File: src/rtl/adc_sample_sequencer.sv
`timescale 1ns/1ps
// adc_sample_sequencer: round-robin ADC channel scanner that tags each
// result and writes it to a FIFO without ever stalling on backpressure.
module adc_sample_sequencer #(
    parameter  int NUM_CHANNELS = 4,
    parameter  int SAMPLE_WIDTH = 12,
    parameter  int CONV_TIMEOUT = 255,
    localparam int CH_W = (NUM_CHANNELS > 1) ? $clog2(NUM_CHANNELS) : 1
) (
    input  logic                    clock,
    input  logic                    reset,
    input  logic                    enable,
    input  logic [NUM_CHANNELS-1:0] channel_mask,
    input  logic [15:0]             scan_period,
    output logic                    adc_start,
    output logic [CH_W-1:0]         adc_channel,
    input  logic                    adc_done,
    input  logic [SAMPLE_WIDTH-1:0] adc_data,
    output logic                    write_enable,
    output logic [31:0]             write_data,
    input  logic                    write_ready,
    output logic                    busy,
    output logic                    scan_done,
    output logic                    timeout_error,
    output logic [15:0]             sample_count,
    output logic [15:0]             drop_count
);

    localparam int TMO_W = (CONV_TIMEOUT > 1) ? $clog2(CONV_TIMEOUT) : 1;
    localparam logic [TMO_W-1:0] TMO_LAST = TMO_W'(CONV_TIMEOUT - 1);
    localparam logic [CH_W-1:0]  LAST_IDX = CH_W'(NUM_CHANNELS - 1);

    typedef enum logic [2:0] {
        S_IDLE,
        S_SELECT,
        S_START,
        S_CONVERT,
        S_WRITE,
        S_NEXT,
        S_WAIT
    } state_e;

    state_e                  state_q, state_d;
    logic [CH_W-1:0]         idx_q, idx_d;
    logic [NUM_CHANNELS-1:0] mask_q, mask_d;
    logic [11:0]             seq_q, seq_d;
    logic [15:0]             period_q, period_d;
    logic [TMO_W-1:0]        tmo_q, tmo_d;
    logic                    adc_start_q, adc_start_d;
    logic [CH_W-1:0]         adc_channel_q, adc_channel_d;
    logic [31:0]             write_data_q, write_data_d;
    logic                    scan_done_q, scan_done_d;
    logic                    timeout_error_q, timeout_error_d;
    logic [15:0]             sample_count_q, sample_count_d;
    logic [15:0]             drop_count_q, drop_count_d;

    logic        can_start;
    logic [16:0] period_next;
    logic        period_elapsed;
    logic [3:0]  ch_tag;

    assign can_start      = enable && (|channel_mask);
    assign period_next    = {1'b0, period_q} + 17'd1;
    // Compare against the count after this cycle so the start-to-start
    // interval equals scan_period exactly.
    assign period_elapsed = period_next >= {1'b0, scan_period};
    assign ch_tag         = 4'(idx_q);

    always_comb begin
        state_d         = state_q;
        idx_d           = idx_q;
        mask_d          = mask_q;
        seq_d           = seq_q;
        period_d        = period_q;
        tmo_d           = tmo_q;
        adc_start_d     = 1'b0;
        adc_channel_d   = adc_channel_q;
        write_data_d    = write_data_q;
        scan_done_d     = 1'b0;
        timeout_error_d = 1'b0;
        sample_count_d  = sample_count_q;
        drop_count_d    = drop_count_q;

        if (state_q != S_IDLE && period_q != 16'hFFFF) begin
            period_d = period_q + 16'd1;
        end

        unique case (state_q)
            S_IDLE: begin
                if (can_start) begin
                    mask_d   = channel_mask;
                    idx_d    = '0;
                    period_d = '0;
                    state_d  = S_SELECT;
                end
            end
            S_SELECT: begin
                if (mask_q[idx_q]) begin
                    adc_start_d   = 1'b1;
                    adc_channel_d = idx_q;
                    tmo_d         = '0;
                    state_d       = S_START;
                end else begin
                    state_d = S_NEXT;
                end
            end
            S_START: begin
                state_d = S_CONVERT;
            end
            S_CONVERT: begin
                if (adc_done) begin
                    write_data_d = {ch_tag, seq_q, 16'(adc_data)};
                    state_d      = S_WRITE;
                end else if (tmo_q == TMO_LAST) begin
                    timeout_error_d = 1'b1;
                    state_d         = S_NEXT;
                end else begin
                    tmo_d = tmo_q + 1'b1;
                end
            end
            S_WRITE: begin
                if (write_ready) begin
                    if (sample_count_q != 16'hFFFF) begin
                        sample_count_d = sample_count_q + 16'd1;
                    end
                end else if (drop_count_q != 16'hFFFF) begin
                    drop_count_d = drop_count_q + 16'd1;
                end
                state_d = S_NEXT;
            end
            S_NEXT: begin
                if (idx_q == LAST_IDX) begin
                    scan_done_d = 1'b1;
                    seq_d       = seq_q + 12'd1;
                    state_d     = S_WAIT;
                end else begin
                    idx_d   = idx_q + 1'b1;
                    state_d = S_SELECT;
                end
            end
            S_WAIT: begin
                if (period_elapsed) begin
                    if (can_start) begin
                        mask_d   = channel_mask;
                        idx_d    = '0;
                        period_d = '0;
                        state_d  = S_SELECT;
                    end else begin
                        state_d = S_IDLE;
                    end
                end
            end
            default: begin
                state_d = S_IDLE;
            end
        endcase
    end

    always_ff @(posedge clock) begin
        if (reset) begin
            state_q         <= S_IDLE;
            idx_q           <= '0;
            mask_q          <= '0;
            seq_q           <= '0;
            period_q        <= '0;
            tmo_q           <= '0;
            adc_start_q     <= 1'b0;
            adc_channel_q   <= '0;
            write_data_q    <= '0;
            scan_done_q     <= 1'b0;
            timeout_error_q <= 1'b0;
            sample_count_q  <= '0;
            drop_count_q    <= '0;
        end else begin
            state_q         <= state_d;
            idx_q           <= idx_d;
            mask_q          <= mask_d;
            seq_q           <= seq_d;
            period_q        <= period_d;
            tmo_q           <= tmo_d;
            adc_start_q     <= adc_start_d;
            adc_channel_q   <= adc_channel_d;
            write_data_q    <= write_data_d;
            scan_done_q     <= scan_done_d;
            timeout_error_q <= timeout_error_d;
            sample_count_q  <= sample_count_d;
            drop_count_q    <= drop_count_d;
        end
    end

    // The write strobe follows write_ready in the same cycle, so the FIFO
    // is never written while full.
    assign write_enable  = (state_q == S_WRITE) && write_ready;
    assign write_data    = write_data_q;
    assign adc_start     = adc_start_q;
    assign adc_channel   = adc_channel_q;
    assign busy          = (state_q != S_IDLE);
    assign scan_done     = scan_done_q;
    assign timeout_error = timeout_error_q;
    assign sample_count  = sample_count_q;
    assign drop_count    = drop_count_q;

endmodule

File: config.mk
export PLATFORM = sky130hd
export DESIGN_NAME = adc_sample_sequencer
export DESIGN_NICKNAME = d
export VERILOG_FILES = /design/src/rtl/adc_sample_sequencer.sv
export SDC_FILE = /design/constraint.sdc
export NUM_CORES = 1
export LEC_CHECK = 0
export CAP_MARGIN = 0
export CORE_ASPECT_RATIO = 1.4
export CORE_UTILIZATION = 57
export CTS_BUF_LIST = sky130_fd_sc_hd__clkbuf_16
export DETAILED_ROUTE_END_ITERATION = 12
export PLACE_DENSITY = 0.95
export SLEW_MARGIN = 20
export SYNTH_ARGS = -nofsm -noshare
export SYNTH_HDL_FRONTEND = slang
export SYNTH_SLANG_ARGS = --single-unit
File: constraint.sdc
create_clock -name clock -period 8.95 [get_ports clock]
set_input_delay 1.79 -clock clock [delete_from_list [all_inputs] [get_ports clock]]
set_output_delay 1.79 -clock clock [all_outputs]
set_load 0.01 [all_outputs]
==> results.txt, run 1 <==
----------------------------------------------------
[Run status]
  Outcome ... completed

[Synth]
  Yosys warning count ... 0
  Area share of the largest cell type after synthesis ... 0.379
  Share of synthesized cell area in and, or, nand and nor gates ... 0.232
  Post-synth EDFFs ... 0
  Async set-or-reset flop fraction in the synthesized netlist ... 0
  Most area-hungry cell type in the Yosys netlist ... sky130_fd_sc_hd__dfxtp_1
  Combinational family with the most area after synthesis ... simple AND/OR/NAND/NOR gates
  Dominant synthesized flop cell ... sky130_fd_sc_hd__dfxtp_1
  Mean Syn Cell Area ... 8.51 sq um
  Mux contribution to synthesized area ... 0.0127
  Flops & latches, synth ... about 110
  Count of unique library cells instantiated by Yosys ... 65
  Seq/Total Area, Yosys ... 0.379
  Top post-synthesis cells by area ... sky130_fd_sc_hd__dfxtp_1 (38%), sky130_fd_sc_hd__xnor2_1 (6.1%), sky130_fd_sc_hd__nand2_1 (5.1%)
  Xor-xnor portion of the synthesized cell area ... 0.104
  Number of standard cells after synthesis ... 670
  Adder-Cell Fraction of Synth Area ... 0.0505
  Share of the synthesized area in compound gates (AO/OA/AOI/OAI) ... 0.160
  Post-synthesis cell area ... approximately 5700 sq um

[Routing]
  Routed wire length ... between 10 and 15 mm
  Antenna Violating Nets Remaining ... 0
  Number of design-rule violations left by the first detailed-router iteration ... 270
  Total via count in the routed design ... 5095
  First-pass iteration count of the detailed router ... 7
  Via-to-Cell Ratio ... 5.77
  Wire per inst ... approximately 15 um
  DRC Markers ... 0

[Power and ir drop]
  Register share of total power ... 0.517
  Switching fraction of total power ... 0.254
  Portion of total power attributed to the clock network ... 0.396
  Maximum vdd drop ... roughly 0.00012 V
  Power Total ... 958 uW
  Static Leak ... 0.00244 uW
  Logic gate share of total power ... 0.087
  P_sw ... 243 uW
  Internal Pwr Total ... between 700 and 800 uW
  Ratio of total power to cell area ... 138 nW/um^2

[STA]
  Worst slew margin relative to its limit ... 0.343
  Slew at the pin closest to its max-slew limit ... ~1 ns
  Post-route clock period utilization ... 0.578
  Total negative slack ... 0 ns
  Max-slew violation total from the final report ... 0
  Hold Worst Slack ... 0.459 ns
  # setup viols final ... 0
  Setup repair after global routing missed its margin ... no
  Upper clock frequency limit ... 193 MHz
  Final min period ... 5.17 ns
  Final Hold Fails ... 0
  Setup Skew ... 0.00716 ns

[Global routing]
  Pin count of the biggest net entering global routing ... approximately 100
  Number of antenna violations at the first check in global routing ... 0
  Remaining global-route overflow ... 0
  Total global-route track usage ... 0.270
  Wire length of the first global-routing pass ... 22.8 mm
  Via count of the first global-routing pass ... 4991

[Critical path]
  Largest driver fanout on the critical path ... 10
  Worst reg2reg path endpoint ... period_q[13]$_SDFF_PP0_
  Required time at the endpoint of the critical path ... 7.16 ns
  Startpoint of the most critical register-to-register path ... period_q[0]$_SDFF_PP0_
  Type of origin of the critical path ... primary input
  Arr. time, crit path ... 3.38 ns
  Critical path type ... in2out
  Reg-to-reg setup timing slack ... 4.96 ns
  R2r worst-path depth ... 11
  CP Capture Type ... output port

[Placement]
  Final Wtd Congestion ... a little over 0.9
  DP HPWL ... between 9 and 10 mm
  Count of buffers from port buffering ... 101
  Number of placed cells counting well taps ... ~870

[Cells and area]
  Inserted Diodes ... 0
  Finished Core Util ... 0.728
  Area added between synthesis and finish ... 22.1%
  Filler instances ... 691
  Leading cell type in the layout, fill and taps excluded ... sky130_fd_sc_hd__dfxtp_1
  Number of standard cells in the layout, taps in and fillers out ... 883
  Fraction of layout instances using a drive strength above 1 ... 0.0439
  Top library cells by usage in the layout, fill and taps aside ... sky130_fd_sc_hd__dfxtp_1 (108), sky130_fd_sc_hd__clkdlybuf4s50_1 (100), sky130_fd_sc_hd__nand2_1 (77), sky130_fd_sc_hd__nor2_1 (56), sky130_fd_sc_hd__a21oi_1 (46)
  Number of nets in the layout ... 806

[Clocking]
  Cts repair resizes ... 0
  Maximum clock insertion buffer count ... 2
  Htree depth ... 3
  Count of hold buffers inserted by post-cts repair ... 0
  Clk pin slew, worst setup/hold paths ... approximately 0.07 ns
  Buffers inserted by post-CTS timing repair ... 0
  Source-to-sink clock delay at the later pin of the worst-skew pair ... about 0.35 ns
  Root buffer selected by CTS ... sky130_fd_sc_hd__clkbuf_16
  TritonCTS clock tree ... yes
  Clock sink count ... about 110
  Total CTS buffers ... 9

[Floorplanning]
  Die area ... 10400 sq um
  Area of the placeable core ... 9560 sq um
  Overall die height ... 120 um
  Number of top-level design ports ... 108
  Overall die width ... 86.5 um
  Std cell rows ... 42
  Initial standard-cell utilization of the core ... 0.596

[Min path]
  Number of cells traversed by the worst hold path ... 2
  Worst hold-check path type ... reg2reg
  Hold path start ... write_data[24]$_SDFFE_PP0P_
  Worst Hold Endpoint ... write_data[24]$_SDFFE_PP0P_

[Run]
  Number of max-capacitance violations reported ... 0

----------------------------------------------------
logic make-up after synthesis:
| logic type | Yosys count |
|---|---|
| DFF | 108 |
| muxes | 6 |
| and+or+nand+nor | 263 |
| buffers and inverters | 69 |
| adders and majority gates | 23 |
| other | 1 |
| AOI/OAI and AO/OA | 132 |
| xor gates and xnor gates | 68 |
area by class of cell:
cell class,instances,area (sq um),area share
clock buffers,9,225,0.0324
flip-flops and latches,108,2160,0.311
repair buffers,102,1010,0.146
well taps,132,165,0.0237
inverters,27,101,0.0146
multi-input cells,498,3240,0.465
clock inverters,7,57.6,0.00827
cells in the mapped netlist (4+ instances only):
master,n
sky130_fd_sc_hd__ha_1,23
sky130_fd_sc_hd__o21ai_0,15
sky130_fd_sc_hd__a21oi_1,46
sky130_fd_sc_hd__and3_1,9
sky130_fd_sc_hd__nor4_1,4
sky130_fd_sc_hd__o2111ai_1,6
sky130_fd_sc_hd__buf_4,7
sky130_fd_sc_hd__a2bb2oi_1,4
sky130_fd_sc_hd__inv_1,27
sky130_fd_sc_hd__nand4_1,14
sky130_fd_sc_hd__nor2_1,56
sky130_fd_sc_hd__dfxtp_1,108
sky130_fd_sc_hd__clkbuf_1,24
sky130_fd_sc_hd__nand3_1,33
sky130_fd_sc_hd__a211oi_1,23
sky130_fd_sc_hd__nor2b_1,10
sky130_fd_sc_hd__and4_1,7
sky130_fd_sc_hd__buf_2,5
sky130_fd_sc_hd__or3_1,12
sky130_fd_sc_hd__o211ai_1,11
sky130_fd_sc_hd__a221oi_1,5
sky130_fd_sc_hd__nor3b_1,4
sky130_fd_sc_hd__mux2i_1,5
sky130_fd_sc_hd__nor3_1,15
sky130_fd_sc_hd__xor2_1,28
sky130_fd_sc_hd__nand2_1,77
sky130_fd_sc_hd__xnor2_1,40
registers in the layout, summed over array words and instances (netlist names):
signal         cells
adc_channel        2
adc_start          1
drop_count        16
idx_q              2
mask_q             4
period_q          16
sample_count      16
scan_done          1
seq_q             12
state_q            3
timeout_error      1
tmo_q              8
write_data        26
how the worst max path moves through the flow:
stage | from | endpoint | slack [ns] | cells past startpoint
floorplan | write_ready | write_enable | 4.90 | 3
global placement | write_ready | write_enable | 3.82 | 4
detailed placement | write_ready | write_enable | 3.80 | 4
CTS | write_ready | write_enable | 3.79 | 4
global route | write_ready | write_enable | 3.67 | 4
finish | write_ready | write_enable | 3.78 | 4
metal layers:
metal | track usage | vias up | routed length [um]
li1 | - | 2505 | -
met1 | 0.308 | 2390 | 5530
met2 | 0.477 | 169 | 6870
met3 | 0.0765 | 31 | 893
met4 | 0.0938 | 0 | 273
met5 | 0 | - | 0
power by group through the flow:
stage               combinational [uW]  sequential, uW  clock, uW
floorplan                         59.0             501          0
global placement                  77.2             506          0
detailed placement                81.2             507          0
CTS                               81.7             495        385
global route                      91.3             497        409
finish                            83.3             496        379
metrics by stage:
step | cell area [sq um] | setup WS (ns)
CTS | 6950 | 3.79
floorplan | 5720 | 4.90
finish | 6960 | 3.78
global placement | 6660 | 3.82
global route | 6960 | 3.67
detailed placement | 6660 | 3.80
critical path: stages:
cell	delay, ns
sky130_fd_sc_hd__clkdlybuf4s50_1	0.50
sky130_fd_sc_hd__nand4bb_1	0.35
sky130_fd_sc_hd__inv_1	0.18
sky130_fd_sc_hd__clkdlybuf4s50_1	0.55
(Power assumes the default switching activity.)
==> run 2: changes to the inputs <==
Settings changed: CORE_UTILIZATION 57 to 47, PLACE_DENSITY 0.95 to 0.85.
Clock period 8.95 ns to 4.4 ns, I/O delays scaled along.
==> run 2 against run 1 <==
Against the previous run:
- utilization shrank 13 points
- clock power up 110%
- global-route usage is 5.7 points lower
==> results.txt, run 2 (synthesis gave the netlist of run 1 again) <==
----------------------------------------------------
[Run status]
  Outcome ... completed

[STA]
  Max-slew violation total from the final report ... 0
  Slew at the pin closest to its max-slew limit ... 0.937 ns
  Setup repair after global routing missed its margin ... no
  Worst slew margin relative to its limit ... 0.375
  Setup Skew ... 0.0154 ns
  Post-route clock period utilization ... 0.780
  Upper clock frequency limit ... 291 MHz
  Final min period ... 3.43 ns
  Hold Worst Slack ... 0.458 ns
  # setup viols final ... 0
  Final Hold Fails ... 0
  Total negative slack ... 0 ns

[Critical path]
  Arr. time, crit path ... 3.69 ns
  Required time at the endpoint of the critical path ... 4.65 ns
  Worst reg2reg path endpoint ... period_q[4]$_SDFF_PP0_
  Startpoint of the most critical register-to-register path ... period_q[0]$_SDFF_PP0_
  Largest driver fanout on the critical path ... 21
  Critical path type ... reg2reg
  Reg-to-reg setup timing slack ... a little under 1 ns
  Critical path launch point ... period_q[0]$_SDFF_PP0_
  R2r worst-path depth ... 11
  Crit path to ... period_q[4]$_SDFF_PP0_
  Type of origin of the critical path ... flop
  CP Capture Type ... flop

[Power and ir drop]
  Portion of total power attributed to the clock network ... 0.406
  Power Total ... around 2000 uW
  Maximum vdd drop ... 0.000241 V
  Switching fraction of total power ... 0.259
  P_sw ... between 500 and 600 uW
  Ratio of total power to cell area ... 282 nW/um^2
  Logic gate share of total power ... 0.092
  Internal Pwr Total ... 1470 uW
  Register share of total power ... 0.503
  Static Leak ... 0.00247 uW

[Clocking]
  Count of hold buffers inserted by post-cts repair ... 0
  TritonCTS clock tree ... yes
  Clk pin slew, worst setup/hold paths ... 0.08 ns
  Cts repair resizes ... 0
  Root buffer selected by CTS ... sky130_fd_sc_hd__clkbuf_16
  Buffers inserted by post-CTS timing repair ... 0
  Maximum clock insertion buffer count ... 2
  Source-to-sink clock delay at the later pin of the worst-skew pair ... 0.35 ns
  Htree depth ... 3
  Clock sink count ... 108
  Total CTS buffers ... 9

[Run]
  Number of max-capacitance violations reported ... 0

[Placement]
  DP HPWL ... 9.17 mm
  Final Wtd Congestion ... 0.848
  Number of placed cells counting well taps ... approximately 890
  Count of buffers from port buffering ... 101
  Post-DP Area ... 6720 sq um

[Min path]
  Worst hold-check path type ... reg2reg
  Hold path start ... write_data[22]$_SDFFE_PP0P_

[Cells and area]
  Final design area excluding fillers ... around 7000 sq um
  Number of standard cells in the layout, taps in and fillers out ... around 900
  Inserted Diodes ... 0
  Fraction of layout instances using a drive strength above 1 ... 0.0516
  Top library cells by usage in the layout, fill and taps aside ... sky130_fd_sc_hd__dfxtp_1 (108), sky130_fd_sc_hd__clkdlybuf4s50_1 (100), sky130_fd_sc_hd__nand2_1 (77), sky130_fd_sc_hd__nor2_1 (56), sky130_fd_sc_hd__a21oi_1 (46)
  Number of flip-flops under the largest register name ... 26
  Leading cell type in the layout, fill and taps excluded ... sky130_fd_sc_hd__dfxtp_1
  Number of nets in the layout ... 811
  Filler instances ... 1046
  Area added between synthesis and finish ... 23.3%

[Routing]
  First-pass iteration count of the detailed router ... 4
  Total via count in the routed design ... around 5000
  Routed wire length ... 12.9 mm
  Number of design-rule violations left by the first detailed-router iteration ... 259
  Antenna Violating Nets Remaining ... 0
  Wire per inst ... 14.3 um
  DRC Markers ... 0
  Via-to-Cell Ratio ... 5.55

[Floorplanning]
  Initial standard-cell utilization of the core ... 0.482
  Number of top-level design ports ... approximately 110
  Overall die width ... about 95 um
  Die area ... 12600 sq um
  Std cell rows ... 47
  Area of the placeable core ... 11800 sq um
  Overall die height ... 132 um

[Global routing]
  Wire length of the first global-routing pass ... 21.8 mm
  Remaining global-route overflow ... 0
  Total global-route track usage ... 0.213
  Via count of the first global-routing pass ... 4861
  Number of antenna violations at the first check in global routing ... 0
  Pin count of the biggest net entering global routing ... 73

----------------------------------------------------
## run 2: routing by layer
layer	vias to the layer above	wire, um	GRT usage
met5	-	0	0
met2	127	6330	0.357
met4	0	257	0.0825
li1	2517	-	-
met1	2351	5520	0.252
met3	18	767	0.0611
## run 2: layout make-up
cell class / count / area (sq um) / area share
sequential: 108 / 2160 / 0.308
timing repair buffer: 107 / 1050 / 0.149
inverter: 27 / 101 / 0.0144
tap: 147 / 184 / 0.0262
clock buffer: 9 / 225 / 0.0320
multi-input combinational: 498 / 3230 / 0.459
clock inverter: 7 / 80.1 / 0.0114
## run 2: worst min-delay path by stage
stage,to,depth (start not counted)
finish,write_data[22]$_SDFFE_PP0P_,2
detailed placement,write_data[0]$_SDFFE_PP0P_,2
global placement,write_data[6]$_SDFFE_PP0P_,2
global route,write_data[5]$_SDFFE_PP0P_,2
floorplan,write_data[27]$_SDFFE_PP0P_,2
CTS,write_data[0]$_SDFFE_PP0P_,2
## run 2: worst max-delay path, cell delays in order (launching register included)
cell and delay, ns:
sky130_fd_sc_hd__dfxtp_1 0.42, sky130_fd_sc_hd__ha_1 0.25, sky130_fd_sc_hd__nand3_1 0.17, sky130_fd_sc_hd__or3_1 0.61, sky130_fd_sc_hd__xnor2_1 0.20, sky130_fd_sc_hd__ha_1 0.30, sky130_fd_sc_hd__a21oi_1 0.14, sky130_fd_sc_hd__o21ai_0 0.09
sky130_fd_sc_hd__a41oi_1 0.48, sky130_fd_sc_hd__o211ai_2 0.14, sky130_fd_sc_hd__buf_4 0.25, sky130_fd_sc_hd__a221oi_1 0.29
## run 2: stage by stage
| stage | util | setup slack (ns) |
|---|---|---|
| final | 0.595 | 0.967 |
| after floorplan | - | 1.37 |
| after detailed placement | 0.569 | 0.974 |
| after global routing | 0.595 | 0.679 |
| after CTS | 0.594 | 0.953 |
| after global placement | 0.569 | 1.08 |
## run 2: power groups by stage
stage,registers (uW),clock network (uW),logic (uW)
finish,998,806,182
detailed placement,1020,0,180
global placement,1020,0,177
CTS,998,827,181
global route,999,866,201
floorplan,1020,0,120
==> run 3: changes to the inputs <==
Clock period 4.4 ns to 3 ns, I/O delays scaled along.
==> run 3 against run 2 <==
Against the previous run:
- die area stayed put
- critical endpoint is now period_q[13]$_SDFF_PP0_
- setup slack worse by 0.83 ns
- sequential share of layout area fell by 0.98 points
- final area increased by 3.4%
- combinational power rose by 54%
- critical path depth rose by 1
- register-to-register slack lost 0.83 ns
- non-clock buffer count rose by 26
- wire length up 2.2%
- first-iteration DRC count shrank 14%
- largest power group unchanged
- largest cell class unchanged
- highest routed layer unchanged
- global-route usage about the same
==> results.txt, run 3 (synthesis gave the netlist of run 1 again) <==
----------------------------------------------------
[Run status]
  Outcome ... completed

[Floorplanning]
  Overall die width ... 95.1 um
  Die area ... between 10000 and 15000 sq um
  Number of top-level design ports ... 108
  Initial standard-cell utilization of the core ... 0.482
  Overall die height ... 132 um
  Std cell rows ... 47
  Area of the placeable core ... approximately 12000 sq um

[Global routing]
  Via count of the first global-routing pass ... roughly 4800
  Remaining global-route overflow ... 0
  Number of antenna violations at the first check in global routing ... 0
  Pin count of the biggest net entering global routing ... 58
  Wire length of the first global-routing pass ... 21.7 mm
  Total global-route track usage ... 0.214

[Power and ir drop]
  Maximum vdd drop ... between 0.0003 and 0.0004 V
  Ratio of total power to cell area ... 405 nW/um^2
  Static Leak ... 0.00262 uW
  Power Total ... 2940 uW

[STA]
  Upper clock frequency limit ... between 300 and 400 MHz
  Final min period ... about 2.9 ns
  Worst slew margin relative to its limit ... 0.447
  Final Hold Fails ... 0
  Setup Skew ... 0.00689 ns
  Post-route clock period utilization ... 0.954
  # setup viols final ... 0
  Max-slew violation total from the final report ... 0
  Hold Worst Slack ... 0.453 ns
  Slew at the pin closest to its max-slew limit ... 0.823 ns

[Clocking]
  Total CTS buffers ... 9
  TritonCTS clock tree ... yes
  Clock sink count ... between 100 and 150
  Root buffer selected by CTS ... sky130_fd_sc_hd__clkbuf_16
  Htree depth ... 3
  Clk pin slew, worst setup/hold paths ... approximately 0.070 ns
  Source-to-sink clock delay at the later pin of the worst-skew pair ... 0.34 ns
  Maximum clock insertion buffer count ... 2

[Critical path]
  Required time at the endpoint of the critical path ... 3.26 ns
  R2r worst-path depth ... 12
  Worst reg2reg path endpoint ... period_q[13]$_SDFF_PP0_
  Reg-to-reg setup timing slack ... 0.14 ns
  Critical path type ... reg2reg
  Arr. time, crit path ... ~3.1 ns
  CP Capture Type ... flop
  Largest driver fanout on the critical path ... 16
  Startpoint of the most critical register-to-register path ... period_q[0]$_SDFF_PP0_
  Type of origin of the critical path ... flop

[Routing]
  Total via count in the routed design ... 5089
  Routed wire length ... 13.2 mm
  DRC Markers ... 0
  Number of design-rule violations left by the first detailed-router iteration ... around 220
  Wire per inst ... around 14 um
  Antenna Violating Nets Remaining ... 0
  Via-to-Cell Ratio ... 5.48
  First-pass iteration count of the detailed router ... 4

[Placement]
  Number of placed cells counting well taps ... 913
  Count of buffers from port buffering ... between 100 and 150
  DP HPWL ... 9.53 mm
  Final Wtd Congestion ... 0.849

[Run]
  Number of max-capacitance violations reported ... 0

[Min path]
  Hold path start ... write_data[9]$_SDFFE_PP0P_
  Worst Hold Endpoint ... write_data[9]$_SDFFE_PP0P_
  Number of cells traversed by the worst hold path ... 2
  Worst hold-check path type ... reg2reg

[Cells and area]
  Area added between synthesis and finish ... 27.5%
  Top library cells by usage in the layout, fill and taps aside ... sky130_fd_sc_hd__dfxtp_1 (106), sky130_fd_sc_hd__clkdlybuf4s50_1 (100), sky130_fd_sc_hd__nand2_1 (77), sky130_fd_sc_hd__nor2_1 (55), sky130_fd_sc_hd__a21oi_1 (46)
  Fraction of layout instances using a drive strength above 1 ... 0.0946
  Inserted Diodes ... 0
  Number of flip-flops under the largest register name ... 26
  Leading cell type in the layout, fill and taps excluded ... sky130_fd_sc_hd__dfxtp_1
  Filler instances ... approximately 1000
  Number of standard cells in the layout, taps in and fillers out ... 929
  Finished Core Util ... 0.615
  Number of nets in the layout ... 837

----------------------------------------------------
run 3: critical path, cell delays in order (launching register included):
cell                        delay (ns)
sky130_fd_sc_hd__dfxtp_2          0.34
sky130_fd_sc_hd__ha_2             0.19
sky130_fd_sc_hd__buf_4            0.14
sky130_fd_sc_hd__and3_2           0.22
sky130_fd_sc_hd__and3_1           0.20
sky130_fd_sc_hd__xor2_1           0.14
sky130_fd_sc_hd__ha_1             0.30
sky130_fd_sc_hd__a21o_1           0.16
sky130_fd_sc_hd__a221o_1          0.33
sky130_fd_sc_hd__a2bb2oi_2        0.18
sky130_fd_sc_hd__o211ai_2         0.13
sky130_fd_sc_hd__buf_6            0.19
sky130_fd_sc_hd__a221oi_2         0.26
run 3: per-layer routing:
layer  up-vias  part of all wire  global-route usage
li1       2573                 -                   -
met1      2373              0.41               0.240
met2       126              0.52               0.381
met3        17             0.055              0.0571
met4         0             0.018              0.0673
met5         -                 0                   0
run 3: power breakdown:
part	internal [uW]	switching (uW)
Sequential	1450	14.7
Clock	654	542
Combinational	125	157
Total	2230	713
run 3: worst max path at each step:
stage | from | end | slack (ns) | cells past startpoint
floorplan | period_q[0]$_SDFF_PP0_ | state_q[1]$_SDFFE_PP0P_ | 0.02 | 12
global placement | period_q[1]$_SDFF_PP0_ | state_q[1]$_SDFFE_PP0P_ | 0.1 | 11
CTS | period_q[0]$_SDFF_PP0_ | period_q[13]$_SDFF_PP0_ | 0.02 | 11
global route | period_q[3]$_SDFF_PP0_ | mask_q[2]$_SDFFE_PP0P_ | -0.003 | 12
finish | period_q[0]$_SDFF_PP0_ | period_q[13]$_SDFF_PP0_ | 0.14 | 12
detailed placement | period_q[0]$_SDFF_PP0_ | state_q[1]$_SDFFE_PP0P_ | 0.04 | 11
run 3: timing repair:
item,4_1_cts,5_1_grt
setup endpoints to repair,0,25
buffers inserted,0,0
gates resized for setup,0,11
hold buffers,0,0
run 3: through the flow:
step,instance area [sq um],setup TNS (ns),setup slack [ns]
floorplan,5730,0,0.0160
global placement,6930,0,0.0964
detailed placement,6930,0,0.0377
CTS,7220,0,0.0172
global route,7270,-0.00511,-0.00292
finish,7270,0,0.139
run 3: area by class of cell:
class,instances,area (sq um),area share
multi-input cells,498,3270,0.450
inverters,27,101,0.0139
well taps,147,184,0.0253
repair buffers,133,1250,0.172
flip-flops and latches,108,2160,0.298
clock inverters,7,73.8,0.0102
clock buffers,9,225,0.0310
